===== src/rtl/multi_cycle_ctrl_if.sv =====
`default_nettype none
// ============================================================================
// Module   : multi_cycle_ctrl_if
// Brief    : Instruction, branch, memory and control-output bundle of the
//            multi-cycle controller.
// Revision : 1.0 - initial release
// ============================================================================
interface multi_cycle_ctrl_if;
  logic        Start;
  logic [8:0]  InstIn;
  logic        BranchCond;
  logic [11:0] BrTarget;
  logic        MemReady;
  logic [11:0] PC;
  logic        Format;
  logic        Load;
  logic        ALUSrc;
  logic        Branch;
  logic        Copy;
  logic        Move;
  logic        BranchResult;
  logic        RegWrite;
  logic        MemWrite;
  logic        MemRead;
  logic        Done;
  logic [15:0] InstCount;
  logic [2:0]  State;

  modport slave (
    input  Start, InstIn, BranchCond, BrTarget, MemReady,
    output PC, Format, Load, ALUSrc, Branch, Copy, Move, BranchResult,
    output RegWrite, MemWrite, MemRead, Done, InstCount, State
  );

  modport master (
    output Start, InstIn, BranchCond, BrTarget, MemReady,
    input  PC, Format, Load, ALUSrc, Branch, Copy, Move, BranchResult,
    input  RegWrite, MemWrite, MemRead, Done, InstCount, State
  );
endinterface
`default_nettype wire


===== src/rtl/multi_cycle_ctrl.sv =====
`default_nettype none
// ============================================================================
// Module   : multi_cycle_ctrl
// Brief    : Multi-cycle processor controller: FSM, instruction register,
//            program counter, retired-instruction counter and datapath selects.
// Revision : 1.0 - initial release
// ============================================================================
module multi_cycle_ctrl (
  input  wire logic          Clk,
  input  wire logic          Reset,
  multi_cycle_ctrl_if.slave  bus
);

  typedef enum logic [2:0] {
    S_IDLE   = 3'd0,
    S_FETCH  = 3'd1,
    S_DECODE = 3'd2,
    S_EXEC   = 3'd3,
    S_MEM    = 3'd4,
    S_WB     = 3'd5,
    S_HALT   = 3'd6
  } state_t;

  localparam logic [2:0] OP_ADDI   = 3'b001;
  localparam logic [2:0] OP_LOAD   = 3'b010;
  localparam logic [2:0] OP_STORE  = 3'b011;
  localparam logic [2:0] OP_COPY   = 3'b100;
  localparam logic [2:0] OP_MOVE   = 3'b101;
  localparam logic [2:0] OP_BRANCH = 3'b110;
  localparam logic [2:0] OP_HALT   = 3'b111;

  state_t      state_q, state_d;
  logic [11:0] pc_q, pc_d;
  logic [8:0]  ir_q, ir_d;
  logic [15:0] cnt_q, cnt_d;

  logic [2:0]  op;
  logic        retire;
  logic        take_branch;
  logic        count_inc;
  logic        active;

  assign op = ir_q[8:6];

  always_ff @(posedge Clk) begin
    if (Reset) begin
      state_q <= S_IDLE;
      pc_q    <= 12'd0;
      ir_q    <= 9'd0;
      cnt_q   <= 16'd0;
    end else begin
      state_q <= state_d;
      pc_q    <= pc_d;
      ir_q    <= ir_d;
      cnt_q   <= cnt_d;
    end
  end

  always_comb begin
    state_d     = state_q;
    pc_d        = pc_q;
    ir_d        = ir_q;
    cnt_d       = cnt_q;
    retire      = 1'b0;
    take_branch = 1'b0;
    count_inc   = 1'b0;

    case (state_q)
      S_IDLE, S_HALT: begin
        if (bus.Start) begin
          state_d = S_FETCH;
          pc_d    = 12'd0;
          cnt_d   = 16'd0;
        end
      end
      S_FETCH: begin
        ir_d    = bus.InstIn;
        state_d = S_DECODE;
      end
      S_DECODE: begin
        if (op == OP_HALT) begin
          state_d   = S_HALT;
          count_inc = 1'b1;
        end else begin
          state_d = S_EXEC;
        end
      end
      S_EXEC: begin
        if (op == OP_LOAD || op == OP_STORE) begin
          state_d = S_MEM;
        end else if (op == OP_BRANCH) begin
          state_d     = S_FETCH;
          retire      = 1'b1;
          take_branch = bus.BranchCond;
        end else begin
          state_d = S_WB;
        end
      end
      S_MEM: begin
        if (bus.MemReady) begin
          if (op == OP_LOAD) begin
            state_d = S_WB;
          end else begin
            state_d = S_FETCH;
            retire  = 1'b1;
          end
        end
      end
      S_WB: begin
        state_d = S_FETCH;
        retire  = 1'b1;
      end
      default: state_d = S_IDLE;
    endcase

    // PC and counter only move when an instruction actually completes
    if (retire) begin
      pc_d = take_branch ? bus.BrTarget : pc_q + 12'd1;
    end
    if ((retire || count_inc) && cnt_q != 16'hFFFF) begin
      cnt_d = cnt_q + 16'd1;
    end
  end

  assign active = (state_q == S_DECODE) || (state_q == S_EXEC) ||
                  (state_q == S_MEM)    || (state_q == S_WB);

  assign bus.ALUSrc       = active && (op == OP_ADDI);
  assign bus.Load         = active && (op == OP_LOAD);
  assign bus.Copy         = active && (op == OP_COPY);
  assign bus.Move         = active && (op == OP_MOVE);
  assign bus.Branch       = active && (op == OP_BRANCH);
  assign bus.Format       = active && ir_q[5];
  assign bus.BranchResult = (state_q == S_EXEC) && (op == OP_BRANCH) && bus.BranchCond;
  assign bus.RegWrite     = (state_q == S_WB);
  assign bus.MemRead      = (state_q == S_MEM) && (op == OP_LOAD);
  assign bus.MemWrite     = (state_q == S_MEM) && (op == OP_STORE);
  assign bus.Done         = (state_q == S_HALT);
  assign bus.PC           = pc_q;
  assign bus.InstCount    = cnt_q;
  assign bus.State        = state_q;

endmodule
`default_nettype wire


===== src/flat_wrapper.sv =====
// flat-port wrapper written by rule: the top's interface ports become plain ports
module multi_cycle_ctrl_flat 
  (Clk, Reset, bus_Start, bus_InstIn, bus_BranchCond, bus_BrTarget, bus_MemReady, bus_PC, bus_Format, bus_Load, bus_ALUSrc, bus_Branch, bus_Copy, bus_Move, bus_BranchResult, bus_RegWrite, bus_MemWrite, bus_MemRead, bus_Done, bus_InstCount, bus_State);
  multi_cycle_ctrl_if bus_i ();
  input  wire logic Clk;
  input  wire logic Reset;
  input wire logic [$bits(bus_i.Start)-1:0] bus_Start;
  input wire logic [$bits(bus_i.InstIn)-1:0] bus_InstIn;
  input wire logic [$bits(bus_i.BranchCond)-1:0] bus_BranchCond;
  input wire logic [$bits(bus_i.BrTarget)-1:0] bus_BrTarget;
  input wire logic [$bits(bus_i.MemReady)-1:0] bus_MemReady;
  output wire logic [$bits(bus_i.PC)-1:0] bus_PC;
  output wire logic [$bits(bus_i.Format)-1:0] bus_Format;
  output wire logic [$bits(bus_i.Load)-1:0] bus_Load;
  output wire logic [$bits(bus_i.ALUSrc)-1:0] bus_ALUSrc;
  output wire logic [$bits(bus_i.Branch)-1:0] bus_Branch;
  output wire logic [$bits(bus_i.Copy)-1:0] bus_Copy;
  output wire logic [$bits(bus_i.Move)-1:0] bus_Move;
  output wire logic [$bits(bus_i.BranchResult)-1:0] bus_BranchResult;
  output wire logic [$bits(bus_i.RegWrite)-1:0] bus_RegWrite;
  output wire logic [$bits(bus_i.MemWrite)-1:0] bus_MemWrite;
  output wire logic [$bits(bus_i.MemRead)-1:0] bus_MemRead;
  output wire logic [$bits(bus_i.Done)-1:0] bus_Done;
  output wire logic [$bits(bus_i.InstCount)-1:0] bus_InstCount;
  output wire logic [$bits(bus_i.State)-1:0] bus_State;
  assign bus_i.Start = bus_Start;
  assign bus_i.InstIn = bus_InstIn;
  assign bus_i.BranchCond = bus_BranchCond;
  assign bus_i.BrTarget = bus_BrTarget;
  assign bus_i.MemReady = bus_MemReady;
  assign bus_PC = bus_i.PC;
  assign bus_Format = bus_i.Format;
  assign bus_Load = bus_i.Load;
  assign bus_ALUSrc = bus_i.ALUSrc;
  assign bus_Branch = bus_i.Branch;
  assign bus_Copy = bus_i.Copy;
  assign bus_Move = bus_i.Move;
  assign bus_BranchResult = bus_i.BranchResult;
  assign bus_RegWrite = bus_i.RegWrite;
  assign bus_MemWrite = bus_i.MemWrite;
  assign bus_MemRead = bus_i.MemRead;
  assign bus_Done = bus_i.Done;
  assign bus_InstCount = bus_i.InstCount;
  assign bus_State = bus_i.State;
  multi_cycle_ctrl u_core (.Clk(Clk), .Reset(Reset), .bus(bus_i));
endmodule

===== config.mk =====
export PLATFORM = sky130hd
export DESIGN_NAME = multi_cycle_ctrl_flat
export DESIGN_NICKNAME = d
export VERILOG_FILES = /design/src/rtl/multi_cycle_ctrl_if.sv /design/src/rtl/multi_cycle_ctrl.sv /design/src/flat_wrapper.sv
export SDC_FILE = /design/constraint.sdc
export NUM_CORES = 1
export LEC_CHECK = 0
export ABC_AREA = 1
export BUFFER_PORTS_ARGS = -buffer_cell sky130_fd_sc_hd__buf_2
export CAP_MARGIN = 10
export CORE_UTILIZATION = 47
export CTS_CLUSTER_DIAMETER = 50
export DETAILED_ROUTE_END_ITERATION = 10
export PLACE_DENSITY_LB_ADDON = 0.15
export SLEW_MARGIN = 40
export SYNTH_ARGS = -nofsm -noshare
export SYNTH_HDL_FRONTEND = slang
export SYNTH_SLANG_ARGS = --single-unit

===== constraint.sdc =====
create_clock -name Clk -period 1.5 [get_ports Clk]
set_input_delay 0.3 -clock Clk [delete_from_list [all_inputs] [get_ports Clk]]
set_output_delay 0.3 -clock Clk [all_outputs]
set_load 0.05 [all_outputs]

==> results.md, run 1 <==
- RSZ-0062 raised after global routing: yes
- Latest clock arrival within the worst-skew pair: a little under 0.3 ns
- Min Clock Period, post-route: roughly 1.7 ns
- Pre-CTS WS: -0.07301 ns
- Net Count, Synth: 389
- Row cnt: 24
- Cells after Synth: approximately 360
- Post-synth top flop: dfxtp_1
- DRT antenna net count: 0
- Die area: between 5000 and 6000 sq um
- GR Overflow Total: 0
- Worst path buffer plus inverter count: 3
- Crit path largest cell delay: 0.38 ns
- Clk pin slew, worst setup/hold paths: 0.08 ns
- HP Class: in2reg
- Final hold vios: 0
- DR WL/cell: 13.63 um
- Netlist cell types: 31
- Failing checks: setup timing
- Initial Util: 0.5064
- Setup Crit Path Kind: reg2out
- Initial drt markers: ~200
- Final Setup Violations: 25
- Max-slew violation count: 0
- Num Clock Sinks: 35
- Worst Path Required: around 1.2 ns
- Commonest non-fill, non-tap cell in the layout: nand2_1
- Overall routing resource usage: 0.2688
- H-Tree Depth: 2
- EDFF count, synth: 0
- Max Cap Viol: 0
- Cell area after synthesis: around 2300 sq um
- Crit start category: register
- Worst Skew: between 0.005 and 0.006 ns
- Share of post-route cells with drive strength above 1: 0.3912
- P_leak: roughly 0.0014 uW
- Synthesized area per cell: around 6.3 sq um
- # diodes: 0
- Max-slew headroom: 0.8214
- Pin count of the biggest net entering global routing: 22
- Die width: between 70 and 80 um
- DR vias: 2,723
- Tot Pwr: 3391 uW
- DIE HEIGHT: 71.67 um
- GP Congestion: 0.8713
- Total CTS buffers: 5
- CP max-delay cell: dfxtp_4
- Crit end category: primary output
- Worst-path fanout max: 4
- IO Pins: 68
- Final HPWL DP: around 4600 um
- Vias per std cell: between 5 and 6
- Maximum vdd ir drop: ~0.00098 V
- Worst slew pin tran: between 0.2 and 0.3 ns
- Clk root buf: clkbuf_8
- Ys async rst share: 0
- PwrDens: approximately 1000 nW/um^2
- Setup ws final: -0.2274 ns
- Commonest non-fill, non-tap cells in the layout: 82 x nand2_1, 51 x buf_2, 42 x nand3_1
- Hold slack: between 0.2 and 0.25 ns
- Synthesized flop and latch total: 35
- 1st-pass router iterations: 5
- Hold buffers post-CTS: 0
- Initial antenna violation count: 0
- CTS tree: done
- Fmax: around 0.58 GHz
- Period utilization: 1.152
- First-pass GRT wire length: around 11,000 um
- Non-Filler Instances: around 510
- Dpl cells: 492
- Post-route setup TNS: -1.809 ns
- Area delta synth->final: 44.49%
- Critical-path cell list: inv_4, nand2_4, nor2_2, inv_1, nor3_4, buf_6
- Synth Warn #: 0
- CP arrival: approximately 1.4 ns
- Vias in the first global route: 2,479
- Status: complete, but fails checks
- Worst path top cell family by delay: flip-flops
- Final #Nets: just under 500
- Register area share after synthesis: 0.3072
- CTS Buffer Depth: 2
- IO buf count: 62
- DR DRC count: 0
- Core outline area: about 4500 sq um
- Aggregate routed wire length: roughly 6900 um
final cells by class:
cell class | instances | area (sq um)
clock buffers | 6 | 93.84
multi-input cells | 275 | 1538
well taps | 52 | 65.06
fillers | 352 | 1209
clock inverters | 2 | 8.758
flip-flops and latches | 35 | 745.7
inverters | 43 | 178.9
repair buffers | 94 | 665.6
Yosys cell counts, types with 2 or more instances:
| master | n | area, sq um |
|---|---|---|
| nand4_1 | 17 | 106.4 |
| nor2_2 | 3 | 18.77 |
| buf_6 | 4 | 45.04 |
| o21ai_0 | 15 | 75.07 |
| xor2_1 | 3 | 26.28 |
| a21oi_1 | 31 | 155.2 |
| inv_1 | 41 | 153.9 |
| o211ai_1 | 4 | 30.03 |
| nor2_1 | 43 | 161.4 |
| nand2_2 | 2 | 12.51 |
| nor3_1 | 4 | 20.02 |
| nand2_1 | 87 | 326.6 |
| clkbuf_1 | 4 | 15.01 |
| nand2_4 | 3 | 33.78 |
| nand3_1 | 47 | 235.2 |
| xnor2_1 | 3 | 26.28 |
| ha_1 | 2 | 25.02 |
| dfxtp_1 | 35 | 700.7 |
worst register-to-register path, delay by kind of cell, from the launching register on:
family,cells,cell delay [ns]
and+or+nand+nor,5,0.45
DFF,1,0.39
buffers and inverters,3,0.34
AOI/OAI and AO/OA,2,0.30
power breakdown:
group / switching, uW / leakage (uW) / internal [uW]
combinational: 913 / 0.00108 / 540
sequential: 120 / 0.000297 / 1030
clock: 372 / 0.0000538 / 420
total: 1400 / 0.00143 / 1990
stage by stage:
stage / area, sq um / util
floorplan: 2405 / -
global placement: 2919 / 0.6481
detailed placement: 2919 / 0.6481
CTS: 3188 / 0.7078
global route: 3296 / 0.7317
finish: 3296 / 0.7317
flip-flops by register name, indices dropped and copies added, names as in the netlist:
| signal | cells |
|---|---|
| u_core.bus.InstCount | 16 |
| u_core.bus.PC | 12 |
| u_core.bus.State | 3 |
| u_core.ir_q | 4 |
kinds of logic (layout without fill, tap and decap cells):
| family | count (synthesis) | count (layout) | synth area share |
|---|---|---|---|
| flops | 35 | 35 | 0.3072 |
| compound gates | 55 | 55 | 0.1349 |
| simple gates | 211 | 212 | 0.4240 |
| xor+xnor | 6 | 6 | 0.02304 |
| fa+ha+maj | 2 | 2 | 0.01097 |
| buf+inv | 52 | 145 | 0.09983 |
final timing paths:
| kind | from | end | slack, ns | cells past startpoint |
|---|---|---|---|---|
| setup / recovery | u_core.bus.State[1] | bus_MemWrite | -0.23 | 6 |
| hold / removal | bus_InstIn[5] | u_core.ir_q[5] | 0.24 | 3 |
| setup reg to reg | u_core.bus.State[2] | u_core.bus.PC[0] | -0.05 | 10 |
| hold reg to reg | u_core.bus.PC[1] | u_core.bus.PC[1] | 0.49 | 2 |
routing by layer:
metal / vias to the layer above / wire, um / GRT usage
met5: - / 0 / 0
met4: 0 / 97 / 0.1089
met3: 11 / 414 / 0.05485
met1: 1213 / 2999 / 0.3290
met2: 117 / 3397 / 0.4602
li1: 1382 / - / -
repair_timing:
item	4_1_cts	5_1_grt
endpoints found under the setup margin	22	42
gates resized for setup	41	21
setup buffers	4	3
cloned	0	1
pin swaps	5	8
No activity file was read; power rests on OpenSTA's default activity.
==> inputs of run 2 (changes only) <==
--- a/config.mk
+++ b/config.mk
@@ -7,11 +7,12 @@
 export LEC_CHECK = 0
 export ABC_AREA = 1
 export BUFFER_PORTS_ARGS = -buffer_cell sky130_fd_sc_hd__buf_2
-export CAP_MARGIN = 10
+export CAP_MARGIN = 20
 export CORE_UTILIZATION = 47
 export CTS_CLUSTER_DIAMETER = 50
 export DETAILED_ROUTE_END_ITERATION = 10
 export PLACE_DENSITY_LB_ADDON = 0.15
+export REMOVE_ABC_BUFFERS = 1
 export SLEW_MARGIN = 40
 export SYNTH_ARGS = -nofsm -noshare
 export SYNTH_HDL_FRONTEND = slang
==> results.md, run 2 (synthesis gave the netlist of run 1 again) <==
- Status: complete, but fails checks
- Failing checks: setup timing
- Hold buffers post-CTS: 0 (unchanged)
- 1st-pass router iterations: 5 (unchanged)
- Area of the multi-input gates: 1553 sq um (+0.98%)
- Core outline area: 4504 sq um (unchanged)
- Post-route setup TNS: -6.042 ns (-4.233 ns)
- Hold Crit Endpoint: u_core.ir_q[5]
- P_leak: 0.001561 uW (+9.1%)
- Area delta synth->final: 52.22%
- Commonest non-fill, non-tap cells in the layout: 84 x nand2_1, 51 x buf_2, 40 x nor2_1
- Register area: 714.4 sq um (-4.2%)
- Worst path top cell family by delay: buffers and inverters
- IO buf count: 62 (unchanged)
- CP max-delay cell: dfxtp_2
- Crit path largest cell delay: 0.36 ns (-0.02 ns)
- Hold Path Stages: 3 (unchanged)
- Reg-to-reg startpoint: u_core.bus.State[2]
- DR DRC count: 0 (unchanged)
- Share of post-route cells with drive strength above 1: 0.3681 (-0.02312)
- Worst path buffer plus inverter count: 4 (+1)
- Vias in the first global route: 2,731 (+10%)
- GP Congestion: 0.8785 (+0.83%)
- Worst Path Required: 1.72 ns (+0.52 ns)
- Tot Pwr: 3500 uW (+3.2%)
- Num Clock Sinks: 35 (unchanged)
- Die area: 5136 sq um (unchanged)
- H-Tree Depth: 2 (unchanged)
- Min Clock Period, post-route: 1.732 ns (+0.004781 ns)
- PwrDens: 1008 nW/um^2 (-2.0%)
- Clk pin slew, worst setup/hold paths: 0.08 ns (about the same)
- Initial Util: 0.5064 (unchanged)
- Critical-path cell list: buf_4, nand2_8, nor2_4, buf_4, buf_4, nand3_4, nand3_4, buf_6, nand4_1, a21oi_1
- Vias per std cell: 5.741 (+6.9%)
- Non-Filler Instances: 522 (+3.0%)
- Fmax: 0.5773 GHz (-0.28%)
- DR WL/cell: 15.09 um (+11%)
- Aggregate routed wire length: 7878 um (+14%)
- RSZ-0062 raised after global routing: yes
- Reg2reg end: u_core.bus.InstCount[3]
- Max-slew headroom: 0.7432 (-0.07823)
- Final #Nets: 497 (+3.1%)
- Worst slew pin tran: 0.3838 ns (+0.1159 ns)
- Pin count of the biggest net entering global routing: 19 (-14%)
- Dpl cells: 500 (+1.6%)
- HP Start: bus_InstIn[5]
- CTS Buffer Depth: 2 (unchanged)
- Depth of the most critical reg-to-reg path: 10 (unchanged)
- Clk root buf: clkbuf_8
- Latest clock arrival within the worst-skew pair: 0.30 ns (about the same)
- Overall routing resource usage: 0.3043 (+0.03547)
- Crit end category: register
- DRT antenna net count: 0 (unchanged)
- Final hold vios: 0 (unchanged)
- Final HPWL DP: 4574 um (+0.39%)
- DIE HEIGHT: 71.67 um (unchanged)
- Hold slack: 0.2376 ns (-0.006608 ns)
- Core Util, Final: 0.7708 (+0.03917)
- Setup slack, reg-to-reg: -0.23 ns (-0.18 ns)
- Max-slew violation count: 0 (unchanged)
- DR vias: 2,997 (+10%)
- HP Class: in2reg
- Initial antenna violation count: 0 (unchanged)
- First-pass GRT wire length: 12,460 um (+12%)
- Die width: 71.67 um (unchanged)
- Max reg flops: 16 (unchanged)
- Initial drt markers: 204 (+4.6%)
- Worst Skew: 0.01088 ns (+0.005588 ns)
- Max Cap Viol: 0 (unchanged)
- GR Overflow Total: 0 (unchanged)
- Maximum vdd ir drop: 0.0008984 V (-8.5%)
- # diodes: 0 (unchanged)
- Setup crit start: u_core.bus.State[2]
- Setup Crit Path Kind: reg2reg
- Crit path top cell by count: buf_4
- Commonest non-fill, non-tap cell in the layout: nand2_1
- CTS tree: done
- Period utilization: 1.155 (+0.003187)
- Row cnt: 24 (unchanged)
- IO Pins: 68 (unchanged)
- CP arrival: 1.95 ns (+0.52 ns)
- Setup ws final: -0.2321 ns (-0.004781 ns)
- Crit start category: register
- Total CTS buffers: 5 (unchanged)
- Final Setup Violations: 39 (+56%)
- # fillers: 329 (-6.5%)
- Worst-path fanout max: 6 (+2)
run 2: changes by cell type in the layout (fill, tap and decap cells not counted), sizes merged:
| cell | change |
|---|---|
| clkinv | -2 |
| inv | +2 |
| clkinvlp | -2 |
| buf | +13 |
| bufbuf | +1 |
| clkbuf | +3 |
run 2: what timing repair did:
action,4_1_cts,5_1_grt
gates resized for setup,71,21
gates cloned,4,0
pin swaps,10,14
hold endpoints to repair,0,0
setup endpoints to repair,29,42
setup buffers,10,1
run 2: worst max path at each step:
stage	endpoint	slack, ns	depth (start not counted)
after floorplan	bus_MemWrite	-0.93	4
after global placement	bus_ALUSrc	-0.07	8
after detailed placement	bus_Copy	-0.12	7
after CTS	bus_ALUSrc	-0.16	8
after global routing	u_core.bus.InstCount[10]	-0.26	10
final	u_core.bus.InstCount[3]	-0.23	10
run 2: layout make-up:
type / count / area share
Inverter: 43 / 0.04757
Sequential cell: 35 / 0.2058
Clock buffer: 8 / 0.02883
Multi-Input combinational cell: 275 / 0.4472
Timing Repair Buffer: 109 / 0.2519
Tap cell: 52 / 0.01874
run 2: worst reg2reg max path: stages (launching register included):
cell and delay, ns:
dfxtp_2 0.36, buf_4 0.17, nand2_8 0.07, nor2_4 0.11, buf_4 0.12, buf_4 0.11
nand3_4 0.08, nand3_4 0.20, buf_6 0.17, nand4_1 0.09, a21oi_1 0.17
run 2: power breakdown:
group	internal (uW)	leakage (uW)	switching, uW
clock network	419	0.0000515	351
registers	1030	0.000287	120
logic	618	0.00122	962
run 2: layer usage:
| layer | vias up | global-route usage | part of all wire |
|---|---|---|---|
| met2 | 161 | 0.5283 | 0.50 |
| met3 | 21 | 0.04923 | 0.072 |
| met5 | - | 0 | 0 |
| li1 | 1414 | - | - |
| met4 | 0 | 0.1285 | 0.018 |
| met1 | 1401 | 0.3725 | 0.41 |
run 2: through the flow:
stage / cell area (sq um) / worst slack [ns]
after global placement: 2884 / -0.06544
after global routing: 3472 / -0.2637
after detailed placement: 2884 / -0.1218
after floorplan: 2216 / -0.9299
final: 3472 / -0.2321
after CTS: 3410 / -0.1610
==> inputs of run 3 (changes only) <==
--- a/config.mk
+++ b/config.mk
@@ -8,6 +8,7 @@
 export ABC_AREA = 1
 export BUFFER_PORTS_ARGS = -buffer_cell sky130_fd_sc_hd__buf_2
 export CAP_MARGIN = 20
+export CORE_MARGIN = 3
 export CORE_UTILIZATION = 47
 export CTS_CLUSTER_DIAMETER = 50
 export DETAILED_ROUTE_END_ITERATION = 10
==> constraint.sdc (replaced) <==
create_clock -name Clk -period 1.51 [get_ports Clk]
set_input_delay 0.302 -clock Clk [delete_from_list [all_inputs] [get_ports Clk]]
set_output_delay 0.302 -clock Clk [all_outputs]
set_load 0.005 [all_outputs]
==> results.md, run 3 (synthesis gave the netlist of run 1 again) <==
- Depth of the most critical reg-to-reg path: 9 (-1)
- Fmax: 0.6398 GHz
- CTS Buffer Depth: 2 (unchanged)
- Total CTS buffers: 5 (unchanged)
- Max reg flops: 16 (unchanged)
- Int Pwr: 1858 uW (-10%)
- Setup slack, reg-to-reg: -0.04 ns (+0.19 ns)
- HP Start: bus_InstIn[5]
- Max-slew violation count: 0 (unchanged)
- Setup ws final: -0.05301 ns (+0.1791 ns)
- Worst Skew: 0.004929 ns (-0.005948 ns)
- Vias per std cell: 5.387 (-6.2%)
- Crit start category: register
- PwrDens: 900.6 nW/um^2 (-11%)
- DR vias: 2,828 (-5.6%)
- Overall routing resource usage: 0.2448 (-0.05952)
- 1st-pass router iterations: 5 (unchanged)
- Maximum vdd ir drop: 0.0007529 V (-16%)
- Period utilization: 1.035
- Final hold vios: 0 (unchanged)
- Max Cap Viol: 0 (unchanged)
- Min Clock Period, post-route: 1.563 ns
- IO Pins: 68 (unchanged)
- Crit end category: primary output
- Area delta synth->final: 46.79%
- Status: complete, but fails checks
- CP arrival: 1.26 ns (-0.69 ns)
- DIE HEIGHT: 75.67 um (+5.6%)
- Clk pin slew, worst setup/hold paths: 0.07 ns (about the same)
- Commonest non-fill, non-tap cells in the layout: 82 x nand2_1, 61 x buf_2, 43 x buf_4
- RSZ-0062 raised after global routing: yes
- Worst-path fanout max: 6 (unchanged)
- Worst Path Required: 1.21 ns (-0.51 ns)
- Share of post-route cells with drive strength above 1: 0.3805 (+0.01246)
- Reg2reg end: u_core.bus.InstCount[13]
- # diodes: 0 (unchanged)
- Initial antenna violation count: 0 (unchanged)
- Commonest non-fill, non-tap cell in the layout: nand2_1
- Final #Nets: 502 (+1.0%)
- DR DRC count: 0 (unchanged)
- GR Overflow Total: 0 (unchanged)
- Core outline area: 4504 sq um (unchanged)
- Non-Filler Instances: 525 (+0.57%)
- Pin count of the biggest net entering global routing: 19 (unchanged)
- Die area: 5725 sq um (+11%)
- Latest clock arrival within the worst-skew pair: 0.28 ns (-0.02 ns)
- Clock power frac: 0.208 (-0.012)
- Clk root buf: clkbuf_8
- GP Congestion: 0.8855 (+0.80%)
- P_leak: 0.001550 uW (-0.74%)
- Dpl cells: 500 (unchanged)
- Final HPWL DP: 4660 um (+1.9%)
- Sw Ratio: 0.3840 (-0.02529)
- Die width: 75.67 um (+5.6%)
- Reg-to-reg startpoint: u_core.bus.State[1]
- HP Class: in2reg
- Hold slack: 0.2481 ns (+0.01050 ns)
- Max-slew headroom: 0.8079 (+0.06464)
- Failing checks: setup timing
- Aggregate routed wire length: 7144 um (-9.3%)
- IO buf count: 62 (unchanged)
- Num Clock Sinks: 35 (unchanged)
- Core Util, Final: 0.7433 (-0.02750)
- Hold buffers post-CTS: 0 (unchanged)
- First-pass GRT wire length: 10,870 um (-13%)
- Hold Crit Endpoint: u_core.ir_q[5]
- Initial Util: 0.5064 (unchanged)
- DR WL/cell: 13.61 um (-9.8%)
- Seq pwr share: 0.382 (+0.053)
- CTS tree: done
- DRT antenna net count: 0 (unchanged)
- Vias in the first global route: 2,469 (-9.6%)
- Switch Pwr: 1158 uW (-19%)
- Worst slew pin tran: 0.2871 ns (-0.09661 ns)
- Row cnt: 24 (unchanged)
- Combinational power share: 0.411 (-0.040)
- Final Setup Violations: 23 (-41%)
- Setup Crit Path Kind: reg2out
- H-Tree Depth: 2 (unchanged)
- Hold Path Stages: 3 (unchanged)
- Initial drt markers: 135 (-34%)
==> run 3: changes by cell type in the layout (fill, tap and decap cells not counted), sizes merged <==
cell	change
bufbuf	-1
clkbuf	-2
buf	+6
==> run 3: critical path, stage by stage (launching register included) <==
cell and delay (ns):
dfxtp_4 0.37, inv_6 0.08, nand2_4 0.05, nor2_4 0.09
inv_2 0.06, nand3_4 0.08, nand4_1 0.09, inv_1 0.05
buf_2 0.10
==> run 3: per-layer routing <==
layer	GRT usage	wire, um	vias up
met5	0	0	-
met4	0.07573	38	0
met3	0.04090	399	2
met2	0.4247	3558	91
met1	0.3092	3146	1311
li1	-	-	1424
==> run 3: worst max path at each step <==
stage	start	to	cells past startpoint
floorplan	u_core.bus.InstCount[0]	u_core.bus.InstCount[11]	9
global placement	u_core.bus.State[0]	u_core.bus.InstCount[11]	7
detailed placement	u_core.bus.State[2]	bus_Copy	8
CTS	u_core.bus.State[2]	bus_ALUSrc	8
global route	u_core.bus.State[2]	bus_Move	8
finish	u_core.bus.State[2]	bus_Move	8
==> run 3: stage by stage <==
| stage | area, sq um | total power [uW] | setup WS [ns] | TNS, ns |
|---|---|---|---|---|
| 2_1_floorplan | 2216 | 1581 | -0.03950 | -0.4142 |
| 3_3_place_gp | 2872 | 1995 | -0.003214 | -0.005814 |
| 3_5_place_dp | 2872 | 2008 | -0.05535 | -0.3366 |
| 4_1_cts | 3113 | 2867 | -0.08285 | -0.4435 |
| 5_1_grt | 3348 | 3192 | -0.1516 | -2.605 |
| 6_report | 3348 | 3015 | -0.05301 | -0.5076 |
==> run 3: cell type report <==
class | count | area (sq um)
Tap cell | 52 | 65.06
Clock buffer | 6 | 72.57
Timing Repair Buffer | 114 | 767.0
Fill cell | 374 | 1156
Inverter | 43 | 171.4
Sequential cell | 35 | 716.9
Multi-Input combinational cell | 275 | 1555
==> run 3: timing repair <==
action | CTS | global route
gates resized for setup | 28 | 46
pin swaps | 4 | 20
setup buffers | 10 | 9
endpoints found under the setup margin | 33 | 39
cloned | 0 | 2
==> run 3: power by group through the flow <==
stage | clock network, uW | logic, uW | registers (uW)
floorplan | 0 | 473 | 1110
global placement | 0 | 890 | 1100
detailed placement | 0 | 901 | 1110
CTS | 650 | 1070 | 1150
global route | 684 | 1350 | 1160
finish | 626 | 1240 | 1150
